===== config.mk =====
export PLATFORM = sky130hd
export DESIGN_NAME = implication_monitor
export DESIGN_NICKNAME = d
export VERILOG_FILES = /design/src/rtl/monitor_pkg.sv /design/src/rtl/sat_counter.sv /design/src/rtl/implication_monitor.sv
export SDC_FILE = /design/constraint.sdc
export NUM_CORES = 1
export LEC_CHECK = 0
export CAP_MARGIN = 20
export CORE_UTILIZATION = 46
export DETAILED_ROUTE_END_ITERATION = 6
export PLACE_DENSITY_LB_ADDON = 0.08
export SLEW_MARGIN = 15
export SYNTH_ARGS = -nofsm -noshare
export SYNTH_HDL_FRONTEND = slang
export SYNTH_HIERARCHICAL = 1
export SYNTH_SLANG_ARGS = --single-unit

===== constraint.sdc =====
create_clock -name CLK -period 4.68 [get_ports CLK]
set_clock_uncertainty 0.1 [all_clocks]
set_input_delay 0.468 -clock CLK [delete_from_list [all_inputs] [get_ports CLK]]
set_output_delay 0.468 -clock CLK [all_outputs]
set_load 0.02 [all_outputs]

===== src/rtl/monitor_pkg.sv =====
// Shared types and limits for the implication monitor.
package monitor_pkg;

  typedef enum logic {
    RUN    = 1'b0,
    HALTED = 1'b1
  } mon_state_e;

  localparam int unsigned MAX_DELAY     = 16;
  localparam int unsigned DEFAULT_CNT_W = 16;

  // True when a DELAY value can be tracked by the pending shift register.
  function automatic bit delay_legal(input int unsigned d);
    return (d >= 1) && (d <= MAX_DELAY);
  endfunction

endpackage


===== src/rtl/sat_counter.sv =====
// Saturating up-counter with synchronous clear; holds at all-ones.
module sat_counter
  import monitor_pkg::*;
#(
  parameter int unsigned W = DEFAULT_CNT_W
) (
  input  logic         CLK,
  input  logic         clr,
  input  logic         inc,
  output logic [W-1:0] count
);

  localparam logic [W-1:0] CNT_MAX = '1;

  // Clear wins; otherwise count up until the ceiling.
  always_ff @(posedge CLK) begin
    if (clr) begin
      count <= '0;
    end else if (inc && (count != CNT_MAX)) begin
      count <= count + W'(1);
    end
  end

endmodule


===== src/rtl/implication_monitor.sv =====
// Synthesizable checker for "antecedent |-> ##DELAY consequent".
// Tracks every in-flight obligation in a shift register, counts
// passes/failures, pulses fail and captures the first failure time.
module implication_monitor
  import monitor_pkg::*;
#(
  parameter int unsigned DELAY        = 1,
  parameter int unsigned CNT_W        = DEFAULT_CNT_W,
  parameter bit          STOP_ON_FAIL = 1'b0
) (
  input  logic             CLK,
  input  logic             RESET,
  input  logic             enable,
  input  logic             antecedent,
  input  logic             consequent,
  input  logic             clear,
  output logic             fail,
  output logic             fail_sticky,
  output logic             state,
  output logic [CNT_W-1:0] pass_count,
  output logic [CNT_W-1:0] fail_count,
  output logic [CNT_W-1:0] first_fail_cycle
);

  // Refuse to elaborate with a delay the shift register cannot represent.
  generate
    if (!delay_legal(DELAY)) begin : g_bad_delay
      $error("implication_monitor: DELAY must be within 1..16");
    end
  endgenerate

  mon_state_e       st;
  logic [DELAY-1:0] pend;
  logic [CNT_W-1:0] cyc;
  logic             soft_clr_c;
  logic             check_c;
  logic             check_pass_c;
  logic             check_fail_c;

  // A maturing obligation is only judged while running and not being cleared.
  always_comb begin
    soft_clr_c   = RESET | clear;
    check_c      = pend[DELAY-1] & (st == RUN) & ~soft_clr_c;
    check_pass_c = check_c & consequent;
    check_fail_c = check_c & ~consequent;
  end

  // Free-running cycle timer used for the first-failure timestamp.
  sat_counter #(.W(CNT_W)) u_cyc (
    .CLK   (CLK),
    .clr   (soft_clr_c),
    .inc   (1'b1),
    .count (cyc)
  );

  sat_counter #(.W(CNT_W)) u_pass_cnt (
    .CLK   (CLK),
    .clr   (soft_clr_c),
    .inc   (check_pass_c),
    .count (pass_count)
  );

  sat_counter #(.W(CNT_W)) u_fail_cnt (
    .CLK   (CLK),
    .clr   (soft_clr_c),
    .inc   (check_fail_c),
    .count (fail_count)
  );

  // Pending obligations: bit i is a trigger seen i+1 cycles ago.
  always_ff @(posedge CLK) begin
    if (soft_clr_c || (st == HALTED)) begin
      pend <= '0;
    end else begin
      pend <= DELAY'({pend, enable & antecedent});
    end
  end

  // Run/halt FSM, registered fail pulse and first-failure capture.
  always_ff @(posedge CLK) begin
    if (soft_clr_c) begin
      st               <= RUN;
      fail             <= 1'b0;
      fail_sticky      <= 1'b0;
      first_fail_cycle <= '0;
    end else begin
      fail <= check_fail_c;
      if (check_fail_c && !fail_sticky) begin
        fail_sticky      <= 1'b1;
        first_fail_cycle <= cyc;
      end
      case (st)
        RUN:     if (check_fail_c && STOP_ON_FAIL) st <= HALTED;
        HALTED:  st <= HALTED;
        default: st <= RUN;
      endcase
    end
  end

  assign state = (st == HALTED);

endmodule

==> summary.txt <==
Cells and area
  • Synthesis-to-finish area growth: 23.35%
  • Ant. Diodes: 0
  • Layout cell share with drive strength beyond 1: 10.38%
  • Non-filler cells, final: 542
  • Nets: 448

Route
  • Violation count after the first detailed-route iteration: 249
  • Total Routed Length: 7830 um
  • Routed vias: 3076
  • Drt wl/cell: 14.45 um
  • First-pass detailed-route iteration total: 4
  • Vias per inst: 5.675
  • Routed Antenna Nets: 0
  • DRC viols: 0

Clocking
  • Clk slew on worst S/H paths: 60 ps
  • CTS tree: yes
  • H-Tree Depth: 3
  • CTS Buffer Depth: 2
  • Clk_lat worst skew: 330 ps
  • CTS Sinks: 67
  • Setup repair bufs after CTS: 0
  • CTS Buf Count: 9
  • CTS-repair resized insts: 0
  • Post-CTS Hold Fix Bufs: 0
  • Root buf cell: clkbuf_8

Worst hold path
  • Hold Crit Class: flop to flop

Status
  • Status: complete, no violations

Timing
  • TNS Setup: 0 ps
  • Fin crit share: 56.09%
  • Fmax: 0.3810 GHz
  • Final setup viols: 0
  • Worst slew pin tran: 825.1 ps
  • Worst setup margin: 2055 ps
  • Relative slew margins: 44.58%
  • RSZ-0062 raised after global routing: false
  • Final hold viol count: 0
  • Min Tclk post-route: 2625 ps
  • Final Slew Violations: 0

Yosys
  • Sequential area share after synthesis: 38.56%
  • Post-synth ARST share: 0%
  • Synthesized instance count: 385
  • Cell variety after synth: 37
  • Yosys reg bits: 67
  • Most common flop cell mapped by yosys: dfxtp_1
  • Avg Inst Size Synth: 9.035 sq um
  • Mapped Area: 3478 sq um
  • EDFF count, synth: 0
  • YS warnings: 6

GRT
  • Overall Global Routing Usage: 20.98%
  • Initial antenna violation count: 0
  • Global-route wire length before repair: 12800 um
  • Total gr overflow: 0
  • Largest net degree at the start of global routing: 34
  • Vias in the first global route: 2635

Placement
  • Dpl hpwl: 5326 um
  • Placed Cells: 527
  • Routability cong.: 0.8001
  • Worst slack, placed: 1739 ps
  • IO buf count: 55

Worst setup path
  • Crit path arrival time: 2750 ps
  • Crit path max fanout: 33
  • Worst Path Required: 4800 ps
  • CP Capture Type: flop
  • Type of origin of the critical path: primary input
  • WS Path Type: primary input to flop

Floorplan
  • Die W: 88.96 um
  • Site Rows: 31
  • Total I/O pin count: 57
  • Starting density of the core: 47.70%
  • Chip Height: 88.96 um
  • Full die area: 7913 sq um
  • Total core area: 7292 sq um

Power and ir drop
  • VDD IR max: 0.1422 mV
  • Total power: 1.084 mW
  • PD cells: 252.7 nW/um^2
  • Leak: 1.360 nW

Flow run
  • Max-Cap Viols: 0
## stage by stage
stage               hold WS, ps  area (sq um)  util (%)
global placement          410.4          4096     56.18
floorplan                 384.5          3501         -
finish                    432.9          4290     58.84
CTS                       426.2          4290     58.84
global route              461.2          4290     58.84
detailed placement        414.3          4096     56.18
## sequential cells by signal (all words and copies together) (netlist names)
name and count:
first_fail_cycle 16, u_fail_cnt/count 16, u_cyc/count 16, pend 1, fail 1, fail_sticky 1
u_pass_cnt/count 16
## cell families (layout without fill, tap and decap cells)
logic type / after synthesis / in the layout / synth area share, %
flip-flops: 67 / 67 / 38.56
adder cells (fa/ha/maj): 3 / 3 / 1.079
AND/OR/NAND/NOR: 183 / 183 / 35.11
multiplexers: 22 / 22 / 7.015
buffers and inverters: 32 / 84 / 4.209
AO/OA/AOI/OAI: 70 / 70 / 12.30
other: 2 / 8 / 0.2159
XOR/XNOR: 6 / 6 / 1.511
## area by class of cell
| class | count | area [sq um] |
|---|---|---|
| clock buffer | 13 | 158.9 |
| clock inverter | 2 | 35.03 |
| fill | 666 | 3002 |
| inverter | 10 | 37.54 |
| multi-input combinational | 292 | 2013 |
| sequential | 67 | 1341 |
| tap | 99 | 123.9 |
| timing repair buffer | 59 | 580.6 |
## cells in the mapped netlist, types with 10 or more instances
| master | instances | area share [%] |
|---|---|---|
| a21oi_1 | 30 | 4.3 |
| dfxtp_1 | 67 | 39 |
| inv_1 | 10 | 1.1 |
| mux2_2 | 19 | 6.2 |
| nand2_1 | 18 | 1.9 |
| nand3_1 | 18 | 2.6 |
| nor2_1 | 19 | 2.1 |
| nor3_1 | 12 | 1.7 |
| nor3b_1 | 32 | 6.9 |
| o21ai_0 | 12 | 1.7 |
| o31ai_1 | 18 | 3.9 |
| or4_1 | 21 | 4.5 |
## power breakdown
part | switching, mW | total (mW) | internal, mW | leakage (nW)
Sequential | 0.00122 | 0.572 | 0.571 | 0.540
Clock | 0.210 | 0.482 | 0.272 | 0.0995
Combinational | 0.0207 | 0.0299 | 0.00919 | 0.721
Total | 0.232 | 1.08 | 0.852 | 1.36
## layout by cell type, fill, tap and decap left out, types with 4 or more instances in the layout
cell type and instances:
inv_1 10, o31ai_1 18, o21ai_0 12, dfxtp_1 67, buf_4 4, nor2b_1 7, xnor2_1 6, nor3b_1 32
nand3_1 18, clkbuf_8 11, o21a_1 4, or3_1 9, nand2_1 18, a21oi_1 30, and4_1 9, or4_1 21
mux2_2 19, and3_1 5, nand4_1 9, nor2_1 19, nor4_1 6, nor3_1 12, clkdlybuf4s50_1 55, conb_1 8
## layer usage
| metal | GRT usage (%) | vias to the layer above | share of wire (%) |
|---|---|---|---|
| met4 | 8.658 | 0 | 0.83 |
| met3 | 3.324 | 4 | 5.4 |
| met1 | 30.32 | 1447 | 49 |
| met2 | 31.19 | 74 | 45 |
| met5 | 0 | - | 0 |
| li1 | - | 1551 | - |
## path summary, 6_finish.rpt
path	cells after the start	from	slack, ps	end
hold reg to reg	2	u_fail_cnt/count[9]$_SDFFE_PP0P_	430	u_fail_cnt/count[9]$_SDFFE_PP0P_
setup / recovery	7	clear	2060	u_fail_cnt/count[11]$_SDFFE_PP0P_
hold / removal	2	u_fail_cnt/count[9]$_SDFFE_PP0P_	430	u_fail_cnt/count[9]$_SDFFE_PP0P_
setup reg to reg	5	u_cyc/count[0]$_SDFFE_PP0P_	2490	u_cyc/count[11]$_SDFFE_PP0P_
## critical path, stage by stage
cell and delay [ps]:
clkdlybuf4s50_1 400, buf_4 230, nor2_1 290, and2_1 310, nand2_1 270, nor4bb_1 390, mux2_2 370
No activity file was read; power rests on OpenSTA's default activity.
